$ cat config.mk
export PLATFORM = sky130hd
export DESIGN_NAME = irq_coalesce_ctrl
export DESIGN_NICKNAME = d
export VERILOG_FILES = /design/src/rtl/irq_coalesce_pkg.sv /design/src/rtl/irq_pend_bank.sv /design/src/rtl/irq_coalesce_ctrl.sv
export SDC_FILE = /design/constraint.sdc
export NUM_CORES = 1
export LEC_CHECK = 0
export CAP_MARGIN = 20
export CORE_MARGIN = 2
export CORE_UTILIZATION = 55
export CTS_BUF_LIST = sky130_fd_sc_hd__clkbuf_8
export DETAILED_ROUTE_END_ITERATION = 6
export GPL_TIMING_DRIVEN = 0
export HOLD_SLACK_MARGIN = 0.03
export PLACE_DENSITY = 0.93
export SKIP_LAST_GASP = 1
export SLEW_MARGIN = 5
export SYNTH_ARGS = -nofsm -noshare
export SYNTH_HDL_FRONTEND = slang
export SYNTH_HIERARCHICAL = 1
export SYNTH_SLANG_ARGS = --single-unit
$ cat constraint.sdc
create_clock -name clk -period 6.2 [get_ports clk]
set_clock_uncertainty 0.1 [all_clocks]
set_input_delay 1.24 -clock clk [delete_from_list [all_inputs] [get_ports clk]]
set_output_delay 1.24 -clock clk [all_outputs]
set_load 0.005 [all_outputs]
$ cat src/rtl/irq_coalesce_pkg.sv
// Shared types, defaults and helpers for the IRQ coalescing controller.
package irq_coalesce_pkg;

    localparam int unsigned NUM_CH_DEF = 4;
    localparam int unsigned CNT_W_DEF  = 6;
    localparam int unsigned TMO_W_DEF  = 16;

    typedef enum logic [1:0] {
        IDLE   = 2'd0,
        WAIT   = 2'd1,
        ASSERT = 2'd2
    } state_t;

    function automatic int unsigned popcount(input logic [31:0] v);
        int unsigned c;
        c = 0;
        for (int unsigned i = 0; i < 32; i++) begin
            c += 32'(v[i]);
        end
        return c;
    endfunction

endpackage

$ cat src/rtl/irq_pend_bank.sv
// Per-channel rising-edge detect and pending latch with write-1-to-clear ack.
module irq_pend_bank #(
    parameter int unsigned NUM_CH = 4
) (
    input  logic              clk,
    input  logic              reset_n,
    input  logic [NUM_CH-1:0] evt,
    input  logic              ack_valid,
    input  logic [NUM_CH-1:0] ack_bits,
    output logic [NUM_CH-1:0] pending
);

    logic [NUM_CH-1:0] evt_d;
    logic [NUM_CH-1:0] rise;
    logic [NUM_CH-1:0] clr;
    logic              primed;

    // evt_d resets to 0, so the first edge after reset only captures the
    // current levels; a line already high at release is not a new event.
    assign rise = evt & ~evt_d & {NUM_CH{primed}};
    assign clr  = ack_bits & {NUM_CH{ack_valid}};

    always_ff @(posedge clk or negedge reset_n) begin
        if (!reset_n) begin
            evt_d   <= '0;
            primed  <= 1'b0;
            pending <= '0;
        end else begin
            evt_d   <= evt;
            primed  <= 1'b1;
            pending <= rise | (pending & ~clr);
        end
    end

endmodule

$ cat src/rtl/irq_coalesce_ctrl.sv
// Coalescing IRQ controller: threshold/timeout FSM over unmasked pending bits.
// Define IRQ_PULSE_EN for pulsed irq with periodic re-pulse; default is level.
module irq_coalesce_ctrl
    import irq_coalesce_pkg::*;
#(
    parameter int unsigned NUM_CH = NUM_CH_DEF,
    parameter int unsigned CNT_W  = CNT_W_DEF,
    parameter int unsigned TMO_W  = TMO_W_DEF
) (
    input  logic              clk,
    input  logic              reset_n,
    input  logic [NUM_CH-1:0] evt,
    input  logic [NUM_CH-1:0] mask,
    input  logic              ack_valid,
    input  logic [NUM_CH-1:0] ack_bits,
    input  logic [CNT_W-1:0]  thresh,
    input  logic [TMO_W-1:0]  timeout,
    output logic [NUM_CH-1:0] pending,
    output logic              irq
);

    state_t             state, state_nx;
    logic [TMO_W-1:0]   tmo_cnt, tmo_nx;
    logic [CNT_W-1:0]   ucount, eff_th;
    logic [31:0]        unmasked;
    logic               tmo_hit;
    logic               irq_nx;

    irq_pend_bank #(
        .NUM_CH (NUM_CH)
    ) u_pend (
        .clk       (clk),
        .reset_n   (reset_n),
        .evt       (evt),
        .ack_valid (ack_valid),
        .ack_bits  (ack_bits),
        .pending   (pending)
    );

    always_comb begin
        unmasked             = '0;
        unmasked[NUM_CH-1:0] = pending & ~mask;
    end

    assign ucount  = CNT_W'(popcount(unmasked));
    assign eff_th  = (thresh == '0) ? CNT_W'(1) : thresh;
    assign tmo_hit = (timeout != '0) && (tmo_cnt == timeout - TMO_W'(1));

    always_comb begin
        state_nx = state;
        tmo_nx   = tmo_cnt;
        case (state)
            IDLE: begin
                if (ucount != '0) begin
                    state_nx = (ucount >= eff_th) ? ASSERT : WAIT;
                    tmo_nx   = '0;
                end
            end
            WAIT: begin
                if (ucount == '0) begin
                    state_nx = IDLE;
                end else if ((ucount >= eff_th) || tmo_hit) begin
                    state_nx = ASSERT;
                    tmo_nx   = '0;
                end else if (tmo_cnt != '1) begin
                    tmo_nx = tmo_cnt + TMO_W'(1);
                end
            end
            ASSERT: begin
                if (ucount == '0) begin
                    state_nx = IDLE;
`ifdef IRQ_PULSE_EN
                end else if (tmo_hit) begin
                    tmo_nx = '0;
                end else if (tmo_cnt != '1) begin
                    tmo_nx = tmo_cnt + TMO_W'(1);
`endif
                end
            end
            default: state_nx = IDLE;
        endcase
    end

`ifdef IRQ_PULSE_EN
    assign irq_nx = ((state_nx == ASSERT) && (state != ASSERT)) ||
                    ((state == ASSERT) && (state_nx == ASSERT) && tmo_hit);
`else
    assign irq_nx = (state_nx == ASSERT);
`endif

    always_ff @(posedge clk or negedge reset_n) begin
        if (!reset_n) begin
            state   <= IDLE;
            tmo_cnt <= '0;
            irq     <= 1'b0;
        end else begin
            state   <= state_nx;
            tmo_cnt <= tmo_nx;
            irq     <= irq_nx;
        end
    end

endmodule

* After elaboration in Yosys (flattened, before gate mapping)
Index checks and enable logic that the tools add are counted.
Storage, ports and cells: output and inout port bits 5, memories kept 0, latch bits 0, input bits 37, ROM bits 0, RAM bits 0, register bits after elaboration 28, logic and storage cells 50
Cells by class: eq/ne operators 8, add/subtract/negate cells 5, $lt $le $gt $ge 1, shifts and indexed selects 0, multipliers 0, reductions and logical operators 9, divide/modulo/power cells 0, muxes and demuxes 12, bitwise logic cells 9
Operator list (number):
- 16-bit 2-to-1 mux | 4
- 16-bit one-hot mux with 2 select lines | 1
- 4-bit bitwise AND | 5
- 16-bit by 1-bit adder with 16-bit output (second input constant) | 1
- 16-bit equality test | 1
- 16-bit != test (second input constant) | 1
- 16-bit nonzero test | 1
- 16-bit by 1-bit subtractor with 16-bit output (second input constant) | 1
- 6-bit logical NOT | 2
- 4-bit NOT | 3
- 2-bit 2-to-1 mux | 5
- 4-bit by 6-bit greater-or-equal comparator with 1-bit output | 1
- 6-bit 2-to-1 mux | 1
- 2-bit one-hot mux with 3 select lines | 1
- 6-bit nonzero test | 1
- 3-bit by 1-bit adder with 4-bit output | 1
- 2-bit equality test (second input constant) | 2
- 2-bit != test (second input constant) | 2
- 4-bit OR | 1
- 4-bit AND reduction | 1
- 2-bit by 1-bit adder with 3-bit output | 1
- 3-bit != test (second input constant) | 1
- 1-bit by 1-bit adder with 2-bit output | 1
- 2-bit by 1-bit equality test with 1-bit output (second input constant) | 1
- other kinds (4) | 4

* Logic depth before layout (Yosys ltp)
Gate-level depths: netlist of the first run.
depth after elaboration 11, depth in mapped cells 15, depth with buffers taken out 14

* Hierarchy
Netlist of the first run, hierarchy kept.
Modules (own cells, without submodules):
- irq_coalesce_ctrl | area an instance 1958.1 µm², times used 1, cells an instance 252, seq. area each 475.5 µm²
- irq_pend_bank | area an instance 297.8 µm², times used 1, cells an instance 22, seq. area each 225.2 µm²

* Worst setup path after synthesis of the first run
Ideal clock, no wire load.
path kind input-to-reg, start in mask[0], end reg tmo_cnt[12], data required time 6.024 ns, library setup time 0.076 ns, arrival time 4.202 ns, stages on the path 12, slack 1.822 ns, buffers on the path 0, cells stage by stage nand2b_1 > fa_1 > inv_1 > ha_1 > ha_1 > ha_1 > a21o_1 > a21oi_1 > o211ai_1 > or4_1 > mux2_2 > o21ai_1
Between the ends: word-level cells in the longest chain between the ends 10, elaborated cells on any way between the ends 16, those cells by class add/sub (3); order compare (1); eq/ne (3); mux (3); bitwise (2); reduce/logical (4)
RTL lines:
- start, declared | line irq_coalesce_ctrl.sv:13 | input logic [NUM_CH-1:0] mask,
- 4-bit NOT * | line irq_coalesce_ctrl.sv:42 | unmasked[NUM_CH-1:0] = pending & ~mask;
- 4-bit bitwise AND * | line irq_coalesce_ctrl.sv:42
- 1-bit by 1-bit adder with 2-bit output * | line irq_coalesce_pkg.sv:18 | c += 32'(v[i]);
- 2-bit by 1-bit adder with 3-bit output * | line irq_coalesce_pkg.sv:18
- 3-bit by 1-bit adder with 4-bit output * | line irq_coalesce_pkg.sv:18
- 4-bit by 6-bit greater-or-equal comparator with 1-bit output | line irq_coalesce_ctrl.sv:62 | end else if ((ucount >= eff_th) || tmo_hit) begin
- 1-bit logical OR | line irq_coalesce_ctrl.sv:62
- 16-bit 2-to-1 mux | line irq_coalesce_ctrl.sv:62
- 16-bit 2-to-1 mux | line irq_coalesce_ctrl.sv:60 | if (ucount == '0) begin
- 16-bit one-hot mux with 2 select lines | line irq_coalesce_ctrl.sv:52 | case (state)
- end signal, assigned | line irq_coalesce_ctrl.sv:98 | tmo_cnt <= tmo_nx;
- end, declared | line irq_coalesce_ctrl.sv:23 | logic [TMO_W-1:0] tmo_cnt, tmo_nx;
Every way passes the cells marked *; elsewhere a longest branch is shown, timed or not. The select of a mux whose other input is x is not followed. A chain may end at the register's enable or synchronous reset.

* Worst setup path after layout of the first run
start in mask[0], end reg tmo_cnt[0]
Same word-level chain as after synthesis.

==> impl_metrics.csv, run 1 <==
group,metric,value,unit
run_status,status,"finished, final reports clean",
global_route,antenna_found_initial,0,
drt,wl_per_cell,14.7,µm
placed_design,hpwl,4.35,mm
pwr,leakagePower,1.14,nW
synthesis,synth_top_area_frac,0.311,
drt,vias,2245,
layout,area_growth,25.3,%
synthesis,netlist_instances,274,
critical_path,r2r_cells,13,
cts,cts.reportedPaths.clkPinSlew,0.10,ns
sta,finalCritPeriodShare,0.777,
layout,final_util,0.712,
run,cap_viol_max_count,0,
pwr,ir_worst_vdd,0.000182,V
floorplan,die_width,68.0,µm
global_route,grt_first_pass_wirelength,9.36,mm
synthesis,yosysUniqueCellTypes,49,
synthesis,synth.top_cells.by_count,"dfrtp_1 (28), nor2_1 (27), nand2_1 (26)",
cts,clock_sinks,28,
layout,layout-drive-gt1-share,0.0750,
placed_design,gp_congestion,0.972,
layout,diodes,0,
pwr,p_sw_frac,0.351,
sta,finalSetupViolCount,0,
critical_path,r2r_slack,2.40,ns
min_path,worstHoldStart,"u_pend/evt_d[1]",
synthesis,synth_area_leaders,"dfrtp_1 (31%), xnor2_1 (7.0%), nor2_1 (4.5%)",
cts,clock-root-buffer,"clkbuf_8",
cts,ctsHoldBuffers,0,
synthesis,seq_area_frac_synth,0.311,
critical_path,rr_endpoint,"tmo_cnt[0]",
drt,dr.first_iter.drc_count,78,
global_route,grt_overflow_total,0,
synthesis,synthSimpleGateAreaFrac,0.295,
cts,htreeDepth,1,
pwr,p_per_area,218,nW/µm²
min_path,hold_depth,1,
floorplan,die_h,68.0,µm
sta,fin_crit,4.82,ns
critical_path,path_class,"input port to register",
critical_path,endpoint_kind,"register",
pwr,finalPower,0.000617,W
synthesis,syn_area_per_cell,8.23,µm²
cts,clk_path_buf_depth,2,
synthesis,synth.most_common_cell,"dfrtp_1",
synthesis,synthXorXnorAreaFrac,0.0893,
sta,max_freq,208,MHz
floorplan,initial_core_util,0.568,
drt,vias_per_cell,6.07,
pwr,p_clk_frac,0.237,
sta,finalSetupTns,0,ns
floorplan,io_pins,42,
layout,final_cells,370,
synthesis,yosysWarnings,6,
synthesis,syn_area,2260,µm²
sta,rsz0062_at_grt,"false",
synthesis,synth_edf_count,0,
sta,maxSlewHeadroom,0.506,
drt,drt_first_pass_iters,4,
synthesis,synthArstFlopShare,1.00,
cts,clk_latency,0.28,ns
drt,final_antenna_net_count,0,
synthesis,synth_fa_ha_area_frac,0.0477,
critical_path,cp_max_fo,7,
synthesis,synth_top_area_cell,"dfrtp_1",
synthesis,ys.flop_type,"dfrtp_1",
drt,routed_wl,5.43,mm
critical_path,critPathArrivalTime,4.95,ns
pwr,switching_power,0.000217,W
global_route,grt_pass1_vias,2288,
synthesis,synth_top_family_by_area,"simple AND/OR/NAND/NOR gates",
sta,finalHoldViolCount,0,
placed_design,io_buffers,41,
synthesis,synth_compound_gate_area_share,0.186,
pwr,intPower,0.000400,W
global_route,grt_max_degree,20,
pwr,pwr-share-seq,0.355,
cts,cts_setup_buffers,0,
pwr,pwr-share-comb,0.407,
critical_path,cp-start-kind,"input port",
floorplan,num_rows,23,
drt,drc,0,
cts,cts_tree,"yes",
critical_path,required,6.33,ns
cts,cts-resized-gates,0,
floorplan,die_area,4630,µm²
layout,nets,366,
critical_path,r2r-start,"u_pend/pending[0]",
layout,fillers,303,
global_route,track_usage,0.267,
synthesis,synth_mux_area_frac,0.0189,
floorplan,core,3970,µm²
cts,cts_buffers,3,
sta,worst_pin_slew,0.737,ns
sta,slew_violations,0,
min_path,hold_end,"u_pend/pending[1]",
critical_path,startpoint,"mask[0]",
synthesis,yosys_register_bits,28,
synthesis,syn-num-nets,319,
min_path,worstHoldPathType,"register to register",
placed_design,placed_cells,366,
## metal layers
layer  track usage  part of all wire  wire length (µm)
met2         0.493              0.50              2720
met5             0                 0                 0
met1         0.297              0.41              2210
met3        0.0313             0.064               348
met4         0.145             0.027               144
## metrics by stage
step | hold slack [ns] | worst slack [ns] | area, µm²
after floorplan | 0.293 | 1.82 | 2260
after global placement | 0.306 | 1.21 | 2730
after detailed placement | 0.309 | 1.13 | 2760
after CTS | 0.331 | 1.42 | 2830
after global routing | 0.345 | 1.21 | 2830
final | 0.330 | 1.38 | 2830
## layout make-up
| cell class | count | area [µm²] | area share |
|---|---|---|---|
| Multi-Input combinational cell | 218 | 1440 | 0.509 |
| Sequential cell | 28 | 701 | 0.248 |
| Timing Repair Buffer | 42 | 438 | 0.155 |
| Tap cell | 50 | 62.6 | 0.0221 |
| Buffer | 13 | 60.1 | 0.0212 |
| Inverter | 15 | 56.3 | 0.0199 |
| Clock buffer | 3 | 41.3 | 0.0146 |
| Clock inverter | 1 | 30.0 | 0.0106 |
## cell families after synthesis
group / Yosys count
simple gates: 119
compound gates: 63
flops: 28
buf+inv: 28
xor+xnor: 23
fa+ha+maj: 8
mux: 4
other cells: 1
## state kept, by name, summed over array words and instances, names as in the netlist
signal and cells:
u_pend/pending 4, irq 1, state 2, u_pend/primed 1, tmo_cnt 16, u_pend/evt_d 4
## power by group through the flow
stage | sequential, W | clock, W | combinational [W]
floorplan | 0.000219 | 0 | 0.000169
global placement | 0.000221 | 0 | 0.000235
detailed placement | 0.000223 | 0 | 0.000249
CTS | 0.000219 | 0.000149 | 0.000250
global route | 0.000222 | 0.000155 | 0.000281
finish | 0.000219 | 0.000146 | 0.000251
## critical path, cell delays in order
cell,delay [ns]
clkdlybuf4s50_1,0.38
nand2b_1,0.16
fa_1,0.53
inv_1,0.04
ha_1,0.29
inv_1,0.05
ha_1,0.29
nand2b_1,0.15
a21o_1,0.18
a21oi_1,0.25
o21ai_0,0.17
or3_1,0.49
nor2_1,0.47
mux2_2,0.25
## how the worst max path moves through the flow
stage               slack, ns           to  depth (start not counted)
floorplan                1.82  tmo_cnt[12]                         12
global placement         1.21   tmo_cnt[0]                         13
detailed placement       1.13   tmo_cnt[0]                         14
CTS                      1.42   tmo_cnt[0]                         14
global route             1.21   tmo_cnt[0]                         13
finish                   1.38   tmo_cnt[0]                         14
## layout by cell type, fill, tap and decap left out, types with 7 or more instances in the layout
cell              n
a21oi_1          11
clkbuf_1          8
clkdlybuf4s50_1  41
dfrtp_1          28
ha_1              7
inv_1            15
nand2_1          26
nand3_1           8
nor2_1           27
nor3_1            9
nor4_1            9
o21ai_0           9
o21ai_1           9
xnor2_1          18
Note: power is estimated with default switching activity, not from simulation.
==> run 2: changes to the inputs <==
--- a/config.mk
+++ b/config.mk
@@ -7,12 +7,12 @@
 export LEC_CHECK = 0
 export CAP_MARGIN = 20
 export CORE_MARGIN = 2
-export CORE_UTILIZATION = 55
+export CORE_UTILIZATION = 54
 export CTS_BUF_LIST = sky130_fd_sc_hd__clkbuf_8
 export DETAILED_ROUTE_END_ITERATION = 6
 export GPL_TIMING_DRIVEN = 0
 export HOLD_SLACK_MARGIN = 0.03
-export PLACE_DENSITY = 0.93
+export PLACE_DENSITY = 0.92
 export SKIP_LAST_GASP = 1
 export SLEW_MARGIN = 5
 export SYNTH_ARGS = -nofsm -noshare
==> constraint.sdc (replaced) <==
create_clock -name clk -period 4.65 [get_ports clk]
set_clock_uncertainty 0.1 [all_clocks]
set_input_delay 0.93 -clock clk [delete_from_list [all_inputs] [get_ports clk]]
set_output_delay 0.93 -clock clk [all_outputs]
set_load 0.005 [all_outputs]
==> impl_metrics.csv, run 2 (synthesis results as in run 1) <==
group,metric,value,unit
critical_path,path_class,"input port to register",
floorplan,die_h,68.6,µm
sta,finalSetupViolCount,0,
cts,clk_path_buf_depth,2,
placed_design,io_buffers,41,
drt,vias_per_cell,6.16,
layout,diodes,0,
pwr,pwr-share-comb,0.442,
layout,nets,368,
placed_design,preCtsSetupSlack,-0.152,ns
global_route,grt_max_degree,19,
pwr,p_clk_frac,0.192,
critical_path,cp-start-kind,"input port",
cts,clock_sinks,28,
floorplan,die_width,68.6,µm
critical_path,critPathArrivalTime,4.50,ns
global_route,antenna_found_initial,0,
pwr,switching_power,0.000298,W
drt,routed_wl,5.71,mm
layout,final_cell_mix,"clkdlybuf4s50_1 (41), dfrtp_1 (28), nor2_1 (26), nand2_1 (26), xnor2_1 (18)",
global_route,grt_pass1_vias,2214,
min_path,worstHoldPathType,"register to register",
critical_path,required,4.76,ns
layout,reg_top3,"tmo_cnt: 16 flops, u_pend/evt_d: 4 flops, u_pend/pending: 4 flops",
sta,finalHoldViolCount,0,
floorplan,io_pins,42,
floorplan,initial_core_util,0.564,
pwr,ir_worst_vdd,0.000239,V
cts,clock-root-buffer,"clkbuf_8",
placed_design,gp_congestion,0.892,
floorplan,core,4000,µm²
layout,final_util,0.707,
global_route,grt_overflow_total,0,
cts,ctsHoldBuffers,0,
cts,cts_buffers,3,
layout,layout-drive-gt1-share,0.0839,
floorplan,num_rows,23,
run_status,status,"finished, final reports clean",
pwr,leakagePower,1.14,nW
sta,fin_crit,4.39,ns
layout,top_register,"tmo_cnt",
sta,setup_ws,0.257,ns
sta,slew_violations,0,
sta,max_freq,228,MHz
drt,drc,0,
run,cap_viol_max_count,0,
cts,htreeDepth,1,
cts,cts.reportedPaths.clkPinSlew,0.10,ns
pwr,finalPower,0.000800,W
pwr,p_per_area,283,nW/µm²
critical_path,cp_max_fo,9,
pwr,pwr-share-seq,0.366,
drt,vias,2292,
cts,clk_latency,0.28,ns
global_route,grt_first_pass_wirelength,9.48,mm
drt,final_antenna_net_count,0,
pwr,intPower,0.000502,W
drt,drt_first_pass_iters,5,
placed_design,hpwl,4.34,mm
global_route,track_usage,0.265,
layout,area_growth,25.4,%
layout,largest_reg_flops,16,
sta,maxSlewHeadroom,0.560,
critical_path,endpoint_kind,"register",
cts,cts_tree,"yes",
floorplan,die_area,4710,µm²
sta,worst_pin_slew,0.657,ns
pwr,p_sw_frac,0.372,
drt,dr.first_iter.drc_count,125,
layout,final_common_cell,"clkdlybuf4s50_1",
sta,finalCritPeriodShare,0.945,
sta,rsz0062_at_grt,"false",
drt,wl_per_cell,15.3,µm
[run 2: repair_timing]
action / CTS / global route
setup endpoints to repair: 0 / 8
gates resized for setup: 0 / 1
buffers inserted: 0 / 2
[run 2: cell type report]
type,count,area [µm²]
Tap cell,50,62.6
Multi-Input combinational cell,218,1440
Buffer,13,60.1
Timing Repair Buffer,44,453
Inverter,15,56.3
Fill cell,313,1170
Clock buffer,4,55.1
Sequential cell,28,701
[run 2: critical path, stage by stage]
cell             delay, ns
clkdlybuf4s50_1       0.38
nand2b_1              0.16
fa_1                  0.55
inv_1                 0.05
ha_1                  0.19
ha_1                  0.29
ha_1                  0.30
a21o_1                0.16
a21oi_1               0.26
o21ai_0               0.17
nor2_1                0.54
a21oi_1               0.12
mux2_2                0.29
o21ai_1               0.11
[run 2: final timing paths]
check,cells past startpoint,to,slack [ns],startpoint
worst min register to register,1,u_pend/pending[1],0.35,u_pend/evt_d[1]
min in group asynchronous,1,u_pend/evt_d[3],0.92,reset_n
worst max register to register,13,tmo_cnt[12],0.96,u_pend/pending[0]
worst min-delay path,1,u_pend/pending[1],0.35,u_pend/evt_d[1]
max in group asynchronous,2,tmo_cnt[13],3.04,reset_n
worst max-delay path,14,tmo_cnt[12],0.26,mask[0]
[run 2: stage by stage]
stage	cells	setup TNS [ns]	instance area [µm²]	hold slack (ns)
after floorplan	274	0	2260	0.293
after global placement	365	-0.192	2730	0.309
after detailed placement	366	-0.888	2760	0.336
after CTS	370	0	2810	0.355
after global routing	372	0	2830	0.390
final	372	0	2830	0.353
[run 2: power groups by stage]
stage               Sequential [W]  Combinational, W  Clock (W)
detailed placement        0.000297          0.000333          0
global placement          0.000295          0.000316          0
global route              0.000296          0.000387   0.000167
floorplan                 0.000291          0.000225          0
finish                    0.000293          0.000353   0.000154
CTS                       0.000293          0.000336   0.000157
[run 2: routing by layer]
layer	up-vias	track usage	part of all wire
li1	1084	-	-
met1	1072	0.310	0.41
met2	112	0.489	0.50
met3	24	0.0260	0.063
met4	0	0.115	0.030
met5	-	0	0
